===== src/rtl/fetch_pkg.sv =====
// Shared widths and the buffered fetch entry type for the instruction fetch stage.
package fetch_pkg;

    localparam int FETCH_D = 12;
    localparam int FETCH_W = 9;

    typedef struct packed {
        logic [FETCH_W-1:0] instr;
        logic [FETCH_D-1:0] pc;
    } fetch_entry_t;

endpackage


===== src/rtl/fetch_fifo.sv =====
// Small power-of-two FIFO of fetched instructions tagged with their addresses.
// Head entry is presented directly from storage; flush empties it in one edge.
module fetch_fifo
    import fetch_pkg::*;
#(
    parameter int DEPTH = 2,
    localparam int OW   = $clog2(DEPTH + 1),
    localparam int PW   = (DEPTH > 1) ? $clog2(DEPTH) : 1
) (
    input  logic            clk,
    input  logic            reset,
    input  logic            push,
    input  fetch_entry_t    push_entry,
    input  logic            pop,
    input  logic            flush,
    output logic [OW-1:0]   occ,
    output fetch_entry_t    head,
    output logic            head_valid
);

    fetch_entry_t  mem [DEPTH];
    logic [PW-1:0] rd_ptr;
    logic [PW-1:0] wr_ptr;
    logic          pop_ok;

    assign pop_ok     = pop && (occ != '0);
    assign head       = mem[rd_ptr];
    assign head_valid = (occ != '0);

    // Storage, pointers and occupancy; flush discards everything, push and pop may coincide.
    always_ff @(posedge clk or negedge reset) begin
        if (!reset) begin
            for (int i = 0; i < DEPTH; i++) begin
                mem[i] <= '0;
            end
            rd_ptr <= '0;
            wr_ptr <= '0;
            occ    <= '0;
        end else if (flush) begin
            rd_ptr <= '0;
            wr_ptr <= '0;
            occ    <= '0;
        end else begin
            if (push) begin
                mem[wr_ptr] <= push_entry;
                wr_ptr      <= wr_ptr + 1'b1;
            end
            if (pop_ok) begin
                rd_ptr <= rd_ptr + 1'b1;
            end
            occ <= occ + OW'(push) - OW'(pop_ok);
        end
    end

endmodule


===== src/rtl/instr_fetch.sv =====
// Instruction fetch stage: issues one memory read per cycle when the FIFO can
// absorb the returning word, tags returns with their address, and drops
// anything outstanding or buffered when a jump redirects the PC.
module instr_fetch
    import fetch_pkg::*;
#(
    parameter int D     = FETCH_D,
    parameter int W     = FETCH_W,
    parameter int DEPTH = 2
) (
    input  logic         clk,
    input  logic         reset,
    input  logic [D-1:0] pc,
    input  logic         jump_taken,
    output logic         pc_hold,
    output logic [D-1:0] imem_addr,
    output logic         imem_rd,
    input  logic [W-1:0] imem_rdata,
    output logic [W-1:0] instr,
    output logic [D-1:0] instr_pc,
    output logic         instr_valid,
    input  logic         instr_ready
);

    localparam int OW = $clog2(DEPTH + 1);

    logic          inflight;
    logic [D-1:0]  inflight_pc;
    logic          issue;
    logic          pop;
    logic          fifo_push;
    logic [OW-1:0] fifo_occ;
    logic [OW:0]   level;
    logic [OW:0]   limit;
    fetch_entry_t  push_entry;
    fetch_entry_t  head;

    assign pop        = instr_valid && instr_ready;
    assign fifo_push  = inflight && !jump_taken;
    assign push_entry = '{instr: imem_rdata, pc: inflight_pc};

    assign imem_addr  = pc;
    assign imem_rd    = issue;
    assign pc_hold    = !issue;

    assign instr      = head.instr;
    assign instr_pc   = head.pc;

    // Issue only when the word coming back next cycle is guaranteed a FIFO slot.
    always_comb begin
        level = {1'b0, fifo_occ} + (OW+1)'(inflight);
        limit = (OW+1)'(DEPTH) + (OW+1)'(pop);
        issue = reset && !jump_taken && (level < limit);
    end

    // Remember that a read is outstanding and which address it was for.
    always_ff @(posedge clk or negedge reset) begin
        if (!reset) begin
            inflight    <= 1'b0;
            inflight_pc <= '0;
        end else begin
            inflight <= issue;
            if (issue) begin
                inflight_pc <= pc;
            end
        end
    end

    fetch_fifo #(
        .DEPTH      (DEPTH)
    ) u_fifo (
        .clk        (clk),
        .reset      (reset),
        .push       (fifo_push),
        .push_entry (push_entry),
        .pop        (pop),
        .flush      (jump_taken),
        .occ        (fifo_occ),
        .head       (head),
        .head_valid (instr_valid)
    );

endmodule


===== config.mk =====
export PLATFORM = sky130hd
export DESIGN_NAME = instr_fetch
export DESIGN_NICKNAME = d
export VERILOG_FILES = /design/src/rtl/fetch_pkg.sv /design/src/rtl/fetch_fifo.sv /design/src/rtl/instr_fetch.sv
export SDC_FILE = /design/constraint.sdc
export NUM_CORES = 1
export LEC_CHECK = 0
export CAP_MARGIN = 20
export CORE_ASPECT_RATIO = 0.75
export CORE_MARGIN = 10
export CORE_UTILIZATION = 50
export DETAILED_ROUTE_END_ITERATION = 10
export HOLD_SLACK_MARGIN = 0.15
export PLACE_DENSITY_LB_ADDON = 0.12
export SKIP_CTS_REPAIR_TIMING = 1
export SYNTH_ARGS = -nofsm -noshare
export SYNTH_HDL_FRONTEND = slang
export SYNTH_SLANG_ARGS = --single-unit

===== constraint.sdc =====
create_clock -name clk -period 2.5 [get_ports clk]
set_input_delay 0.625 -clock clk [delete_from_list [all_inputs] [get_ports clk]]
set_output_delay 0.625 -clock clk [all_outputs]
set_load 0.02 [all_outputs]

* Word level (Yosys, flattened, before mapping)
Cells that the tools add are included.
Word-level totals: bits of input ports 25, register bits after elaboration 59, logic and storage cells 45, output and inout bits 36
Cells by class: $lt $le $gt $ge 4, bitwise operators 3, muxes and demuxes 11, reduce and logical (&&, ||, !) cells 12, add/sub/neg operators 6
Operators by type and width (count):
- $mux W21 | 4
- $bwmux W42 | 1
- $demux W21 S1 | 1
- $logic_and A1 B1 Y1 | 6
- $reduce_bool A2 Y1 | 3
- $ge A2 B2 Y1 const B | 2
- $mux W1 | 4
- $not A1 Y2 | 2
- $add A2 B1 Y3 | 1
- $add A2 B1 Y3 const A | 1
- $lt A3 B3 Y1 | 1
- $add A1 B1 Y1 const B | 2
- $add A2 B1 Y2 | 1
- $logic_not A1 Y1 | 2
- $lt A2 B1 Y1 const B | 1
- $mux W2 | 1
- $reduce_and A2 Y1 | 1
- $sub A2 B1 Y2 | 1
- $not A1 Y1 | 1

* Depth between registers and ports, before layout
Gate-level depths: netlist of the first run.
word-level depth 6, gate-level depth with buffers 7, gate-level depth less buffers 7

* Cells and area by module
A second synthesis of the first run with hierarchy kept.
Second synthesis, totals: cells, all modules 177, area total of the unflattened synthesis 2688.8 um^2
Modules (own cells, without submodules):
- fetch_fifo | seq. area each 1151.1 um^2, times used 1, cells each 131, area each 2033.2 um^2
- instr_fetch | seq. area each 325.3 um^2, times used 1, cells each 46, area each 655.6 um^2

* Least setup slack after synthesis of the first run
Ideal clock, no wire load.
kind register to output, start register inflight, end output port imem_rd, stages on the path, launching flop included 6, slack 0.388 ns, data required time 1.875 ns, path buffers 1, arrival 1.487 ns, path through dfrtp_1 > ha_1 > ha_1 > nor2_1 > buf_2 > and3_1
On the way: cells in the longest elaborated chain, start to end 3
Ends and longest elaborated chain:
- start, declared | RTL line instr_fetch.sv:27 | logic inflight;
- start signal, assigned | RTL line instr_fetch.sv:62 | inflight <= issue;
- $add A2 B1 Y3 | RTL line instr_fetch.sv:51 | level = {1'b0, fifo_occ} + (OW+1)'(inflight);
- $lt A3 B3 Y1 | RTL line instr_fetch.sv:53 | issue = reset && !jump_taken && (level < limit);
- $logic_and A1 B1 Y1 | RTL line instr_fetch.sv:53
- end, declared | RTL line instr_fetch.sv:17 | output logic imem_rd,
No other way between the ends.

* Worst setup path in the final report of the first run
start register u_fifo.rd_ptr, end output port instr_pc[2]
On the way: cells in the longest elaborated chain, start to end 4
Ends and longest elaborated chain:
- start, declared | RTL line fetch_fifo.sv:22 | logic [PW-1:0] rd_ptr;
- start signal, assigned | RTL line fetch_fifo.sv:49 | rd_ptr <= rd_ptr + 1'b1;
- $not A1 Y2 (not written as such) | RTL line fetch_fifo.sv:27 | assign head = mem[rd_ptr];
- $mux W21 (not written as such) (3 in series) | RTL line fetch_fifo.sv:27
- end, declared | RTL line instr_fetch.sv:20 | output logic [D-1:0] instr_pc,
No other way between the ends. The select of a mux whose other input is x is not followed.

==> flow_metrics.py, run 1 <==
metrics = {
    "pwr": {
        "cellLeakagePower_uw": 0.00162,
        "switching_power_uw": 1490,
        "power.density_cell_area_mw_per_mm2": 1230,
        "power_internal_uw": 2930,
        "irDropWorstVdd_v": 0.000614,
        "share_comb_of_total_power_pct": 45.1,
        "seqPwrFrac_pct": 37.4,
        "p_total_uw": 4430,
        "switching_share_pct": 33.7,
        "share_clk_of_total_power_pct": 17.5,
    },
    "timing": {
        "timing.final.max_slew_violations": 0,
        "hold_viol": 0,
        "post-route-period-util_pct": 97.7,
        "finalSetupTns_ns": 0,
        "worst_margin_slew_ns": 0.514,
        "setup_viol": 0,
        "max_slew_margin_pct": 65.7,
        "final.setup_skew_ns": 0.00651,
        "finalCriticalPeriod_ns": 2.44,
        "fmaxAchievable_ghz": 0.410,
    },
    "yosys": {
        "synth_seq_area_share_pct": 54.1,
        "synth_area_mm2": 0.00273,
        "postSynthRegisterBits": 59,
        "yosysWarningCount": 0,
        "syn_area_per_cell_um2": 13.1,
        "syn-instance-count": 208,
        "yosysUniqueCellTypes": 25,
        "postSynthNetCount": 237,
    },
    "cts": {
        "cts-htree-levels": 3,
        "cts_tree": "yes",
        "clock_insertion_delay_worst_skew_ns": 0.34,
        "path_clk_slew_ns": 0.07,
        "clock_tree.buffer_depth": 2,
        "cts_inserted_buffers": 9,
        "cts.sinks": 59,
        "cts.root.buffer_cell": "clkbuf_8",
    },
    "route": {
        "wl_per_cell_um": 17.1,
        "detailroute.via_count": 1782,
        "route.detailed.vias_per_inst": 5.08,
        "total_wire_length_after_detailed_routing_mm": 6.01,
        "drt_pass1_iterations": 4,
        "postRouteAntennaNets": 0,
        "drt-initial-drc-count": 52,
        "drc_violation_count_after_routing": 0,
    },
    "layout": {
        "fillers": 402,
        "post-route-cell-area_mm2": 0.00359,
        "antenna-diode-count": 0,
        "post_route_cells_drive_above_1_share_pct": 35.5,
        "layout.nets": 300,
        "area_growth_pct": 31.5,
    },
    "die": {
        "std_cell_rows": 23,
        "chipHeight_um": 84.0,
        "fp.dieW_um": 105,
        "placeableCoreArea_mm2": 0.00532,
        "fp.dieArea_mm2": 0.00884,
        "io_pins": 61,
        "floorplan.initialDensity_pct": 51.3,
    },
    "worst_setup_path": {
        "rr_worst_depth": 6,
        "timing.critical_path.to_type": "output port",
        "critPathLaunchType": "register",
        "worst-path-max-fanout": 18,
        "cp.arrival_ns": 1.82,
        "worst_ep_required_time_ns": 1.88,
        "setup.worst_path.class": "register to output port",
    },
    "grt": {
        "grt_overflow_total": 0,
        "grt_antenna_before_repair": 0,
        "first_global_vias": 1948,
        "grtUsageTotal_pct": 14.1,
        "pin_count_of_the_biggest_net_entering_global_routing": 45,
        "grt_first_pass_wirelength_mm": 10.0,
    },
    "status": {
        "run_status": "complete, no violations",
    },
    "placement": {
        "post-dp-hpwl_mm": 4.23,
        "port_buffers": 60,
        "gp_congestion": 0.764,
        "detailed_place.area_mm2": 0.00340,
    },
    "min_path": {
        "worst_hold_path_type": "input port to asynchronous set/reset pin",
    },
    "flow_run": {
        "cap_viol_max_count": 0,
    },
}
synth_stat cells:
cell      instances  area [µm²]
o22ai_1          12        75.1
or4b_4            1        13.8
buf_4            15         113
or2_2             1        6.26
clkbuf_1          2        7.51
inv_1             3        11.3
xor2_1            2        17.5
and3_1            1        6.26
nand3_1          13        65.1
xnor2_1           2        17.5
o21ai_0           1        5.00
o21a_1            1        7.51
buf_2             5        25.0
mux2_1            2        22.5
nor2b_4           1        13.8
nor2_1            4        15.0
dfrtp_1          59        1480
buf_6             1        11.3
o21ai_1           1        5.00
nand2_1          13        48.8
ha_1              4        50.1
mux2_2           61         687
and4bb_2          1        12.5
nor2b_2           1        8.76
and2b_1           1        7.51
sequential cells by signal (all words and copies together) (netlist names):
signal / cells
inflight: 1
inflight_pc: 12
u_fifo.mem: 42
u_fifo.occ: 2
u_fifo.rd_ptr: 1
u_fifo.wr_ptr: 1
layout by cell type, fill, tap and decap left out, drive strengths merged:
master / instances
and2b: 1
and3: 1
and4bb: 1
buf: 16
clkbuf: 13
clkdlybuf4s50: 56
clkinv: 2
clkinvlp: 2
dfrtp: 59
dlygate4sd3: 1
dlymetal6s2s: 1
ha: 4
inv: 3
mux2: 63
nand2: 13
nand3: 13
nor2: 4
nor2b: 2
o21a: 1
o21ai: 2
o22ai: 12
or2: 1
or4b: 1
xnor2: 2
xor2: 2
kinds of logic (layout without fill, tap and decap cells):
family	count (synthesis)	after routing	share of synthesized area, %
mux	63	63	26.0
flops	59	59	54.1
simple gates	37	37	7.24
buf+inv	26	94	6.14
compound gates	15	15	3.39
fa+ha+maj	4	4	1.83
xor+xnor	4	4	1.28
worst max-delay path: stages (launching register included):
cell and delay, ns:
dfrtp_1 0.39, buf_12 0.18, mux2_2 0.36, clkdlybuf4s50_1 0.54
per-layer routing:
metal,GRT usage (%),share of wire [%]
met1,16.7,45
met2,22.1,48
met3,5.71,5.5
met4,5.60,1.4
met5,0,0
path summary, 6_finish.rpt:
check	startpoint	to	slack (ns)
worst min register to register	u_fifo.mem[39]$_DFFE_PN0P_	u_fifo.mem[39]$_DFFE_PN0P_	0.48
worst max-delay path	u_fifo.rd_ptr$_DFFE_PN0P_	instr_pc[2]	0.06
max in group asynchronous	reset	u_fifo.mem[11]$_DFFE_PN0P_	1.29
worst max register to register	u_fifo.occ[0]$_DFF_PN0_	inflight_pc[4]$_DFFE_PN0P_	0.49
min in group clk	u_fifo.mem[39]$_DFFE_PN0P_	u_fifo.mem[39]$_DFFE_PN0P_	0.48
worst min-delay path	reset	u_fifo.mem[28]$_DFFE_PN0P_	0.37
final cells by class:
type | instances | area, µm² | share of cell area, %
Inverter | 3 | 11.3 | 0.314
Timing Repair Buffer | 75 | 741 | 20.6
Clock inverter | 4 | 25.0 | 0.698
Sequential cell | 59 | 1480 | 41.2
Tap cell | 75 | 93.8 | 2.62
Multi-Input combinational cell | 123 | 1080 | 30.2
Clock buffer | 12 | 155 | 4.33
power by group through the flow:
stage	registers (µW)	clock network [µW]	logic (µW)
floorplan	1580	0	1270
global placement	1650	0	2000
detailed placement	1670	0	2030
CTS	1650	799	2040
global route	1710	843	2160
finish	1660	773	2000
per-stage QoR:
stage	hold slack (ns)	utilization, %	setup WS [ns]	instances
floorplan	0.329	-	0.388	208
global placement	0.465	63.8	-0.274	333
detailed placement	0.463	63.8	-0.297	333
CTS	0.0925	67.2	-0.355	349
global route	0.379	67.4	-0.0190	351
finish	0.368	67.4	0.0582	351
Note: power is estimated with default switching activity, not from simulation.
==> run 2: changes to the inputs <==
==> constraint.sdc (replaced) <==
create_clock -name clk -period 2.5 [get_ports clk]
set_input_delay 0.5 -clock clk [delete_from_list [all_inputs] [get_ports clk]]
set_output_delay 0.5 -clock clk [all_outputs]
set_load 0.05 [all_outputs]
==> flow_metrics.py, run 2 (synthesis results as in run 1) <==
metrics = {
    "cts": {
        "cts_inserted_buffers": 9,
        "cts.root.buffer_cell": "clkbuf_8",
        "path_clk_slew_ns": 0.06,
        "cts-htree-levels": 3,
        "clock_insertion_delay_worst_skew_ns": 0.33,
        "cts.sinks": 59,
        "clock_tree.buffer_depth": 2,
        "cts_tree": "yes",
    },
    "route": {
        "total_wire_length_after_detailed_routing_mm": 5.76,
        "drt-initial-drc-count": 48,
        "drc_violation_count_after_routing": 0,
        "drt_pass1_iterations": 4,
        "detailroute.via_count": 1762,
        "route.detailed.vias_per_inst": 5.14,
        "postRouteAntennaNets": 0,
        "wl_per_cell_um": 16.8,
    },
    "layout": {
        "post-route-cell-area_mm2": 0.00347,
        "largestRegisters": "u_fifo.mem (42), inflight_pc (12), u_fifo.occ (2)",
        "area.sequential_mm2": 0.00148,
        "flip_flop_count_of_the_largest_register_all_copies_and_words_added": 42,
        "antenna-diode-count": 0,
        "mostFrequentLayoutCell": "mux2_2",
        "largest_register": "u_fifo.mem",
        "leading_cell_types_in_the_layout_fill_and_taps_excluded": "mux2_2, dfrtp_1, buf_4",
        "area_growth_pct": 27.3,
        "post_route_cells_drive_above_1_share_pct": 45.9,
        "multi_input_comb_area_mm2": 0.00108,
        "layout.nets": 292,
        "fillers": 422,
    },
    "placement": {
        "gp_congestion": 0.763,
        "port_buffers": 60,
        "detailed_place.area_mm2": 0.00327,
        "post-dp-hpwl_mm": 4.11,
        "pre_cts_slack_ns": 0.277,
    },
    "timing": {
        "postLayoutSetupSlackWorst_ns": 0.223,
        "setup_viol": 0,
        "finalHoldWorstSlack_ns": 0.491,
        "final.setup_skew_ns": 0.00697,
        "fmaxAchievable_ghz": 0.439,
        "finalCriticalPeriod_ns": 2.28,
        "hold_viol": 0,
        "finalSetupTns_ns": 0,
        "grt_setup_unrepaired": "no",
        "worst_margin_slew_ns": 0.567,
        "max_slew_margin_pct": 62.2,
        "post-route-period-util_pct": 91.1,
        "timing.final.max_slew_violations": 0,
    },
    "die": {
        "floorplan.initialDensity_pct": 51.3,
        "fp.dieW_um": 105,
        "fp.dieArea_mm2": 0.00884,
        "std_cell_rows": 23,
        "placeableCoreArea_mm2": 0.00532,
        "chipHeight_um": 84.0,
        "io_pins": 61,
    },
    "grt": {
        "grt_overflow_total": 0,
        "first_global_vias": 1868,
        "grtUsageTotal_pct": 13.3,
        "grt_first_pass_wirelength_mm": 9.48,
        "pin_count_of_the_biggest_net_entering_global_routing": 51,
        "grt_antenna_before_repair": 0,
    },
    "pwr": {
        "cellLeakagePower_uw": 0.00162,
        "power.density_cell_area_mw_per_mm2": 1430,
        "irDropWorstVdd_v": 0.000755,
    },
    "worst_setup_path": {
        "critPathLaunchType": "register",
        "worst_ep_required_time_ns": 2.00,
        "crit_chain": "ha_1, ha_1, o21ai_0, and3_1, buf_12",
        "worst-path-max-fanout": 3,
        "cp_num_buf_inv": 1,
        "cp.arrival_ns": 1.78,
        "timing.critical_path.to_type": "output port",
        "cpMostUsedCell": "ha_1",
        "cp_slowest_cell": "dfrtp_1",
        "critPathMaxStageDelay_ns": 0.40,
        "path_delay_family": "adder cells",
        "setup.worst_path.class": "register to output port",
    },
    "min_path": {
        "worst_hold_path_type": "register to register",
    },
    "flow_run": {
        "cap_viol_max_count": 0,
    },
    "status": {
        "run_status": "complete, no violations",
    },
}
## run 2: cell count changes in the layout (fill, tap and decap cells not counted)
cell / previous run / this run
clkbuf_8: 11 / 10
buf_12: 3 / 4
clkinv_2: 2 / 3
clkinvlp_4: 2 / 1
buf_2: 2 / 1
dlymetal6s2s_1: 1 / 0
bufinv_16: 0 / 1
buf_4: 11 / 37
clkdlybuf4s50_1: 56 / 24
clkbuf_2: 1 / 0
## run 2: final timing paths
path,startpoint,to,slack [ns],depth (start not counted)
hold / removal,u_fifo.mem[39]$_DFFE_PN0P_,u_fifo.mem[39]$_DFFE_PN0P_,0.49,1
hold reg to reg,u_fifo.mem[39]$_DFFE_PN0P_,u_fifo.mem[39]$_DFFE_PN0P_,0.49,1
setup reg to reg,inflight$_DFF_PN0_,inflight_pc[10]$_DFFE_PN0P_,0.63,6
min in group asynchronous,reset,inflight$_DFF_PN0_,0.57,2
setup / recovery,inflight$_DFF_PN0_,imem_rd,0.22,5
max in group asynchronous,reset,u_fifo.mem[10]$_DFFE_PN0P_,0.85,4
## run 2: final cells by class
| type | instances | area share [%] |
|---|---|---|
| clock buffer | 11 | 4.07 |
| clock inverter | 5 | 1.51 |
| inverter | 3 | 0.324 |
| multi-input combinational | 123 | 31.2 |
| sequential | 59 | 42.5 |
| tap | 75 | 2.70 |
| timing repair buffer | 67 | 17.7 |
## run 2: per-stage QoR
stage,util [%],cells,total power (µW)
2_1_floorplan,-,208,3450
3_3_place_gp,61.4,326,4130
3_5_place_dp,61.4,326,4170
4_1_cts,65.1,342,5020
5_1_grt,65.2,343,5250
6_report,65.2,343,4960
## run 2: where the power goes
| group | leakage [µW] | total (µW) | switching [µW] | internal, µW |
|---|---|---|---|---|
| registers | 0.000744 | 1660 | 261 | 1400 |
| clock network | 0.0000991 | 832 | 351 | 482 |
| logic | 0.000776 | 2470 | 1470 | 1000 |
| total | 0.00162 | 4960 | 2080 | 2880 |
## run 2: worst register-to-register path: stages, from the launching register on
cell	delay, ns
dfrtp_1	0.40
ha_1	0.20
ha_1	0.19
nor2_1	0.15
buf_4	0.23
and4bb_2	0.43
o22ai_1	0.13
## run 2: metal layers
metal | GRT usage, % | part of all wire (%) | vias to the layer above
met3 | 7.33 | 6.5 | 3
met2 | 21.3 | 49 | 40
met1 | 15.4 | 44 | 880
met5 | 0 | 0 | -
li1 | - | - | 839
met4 | 2.24 | 0.28 | 0
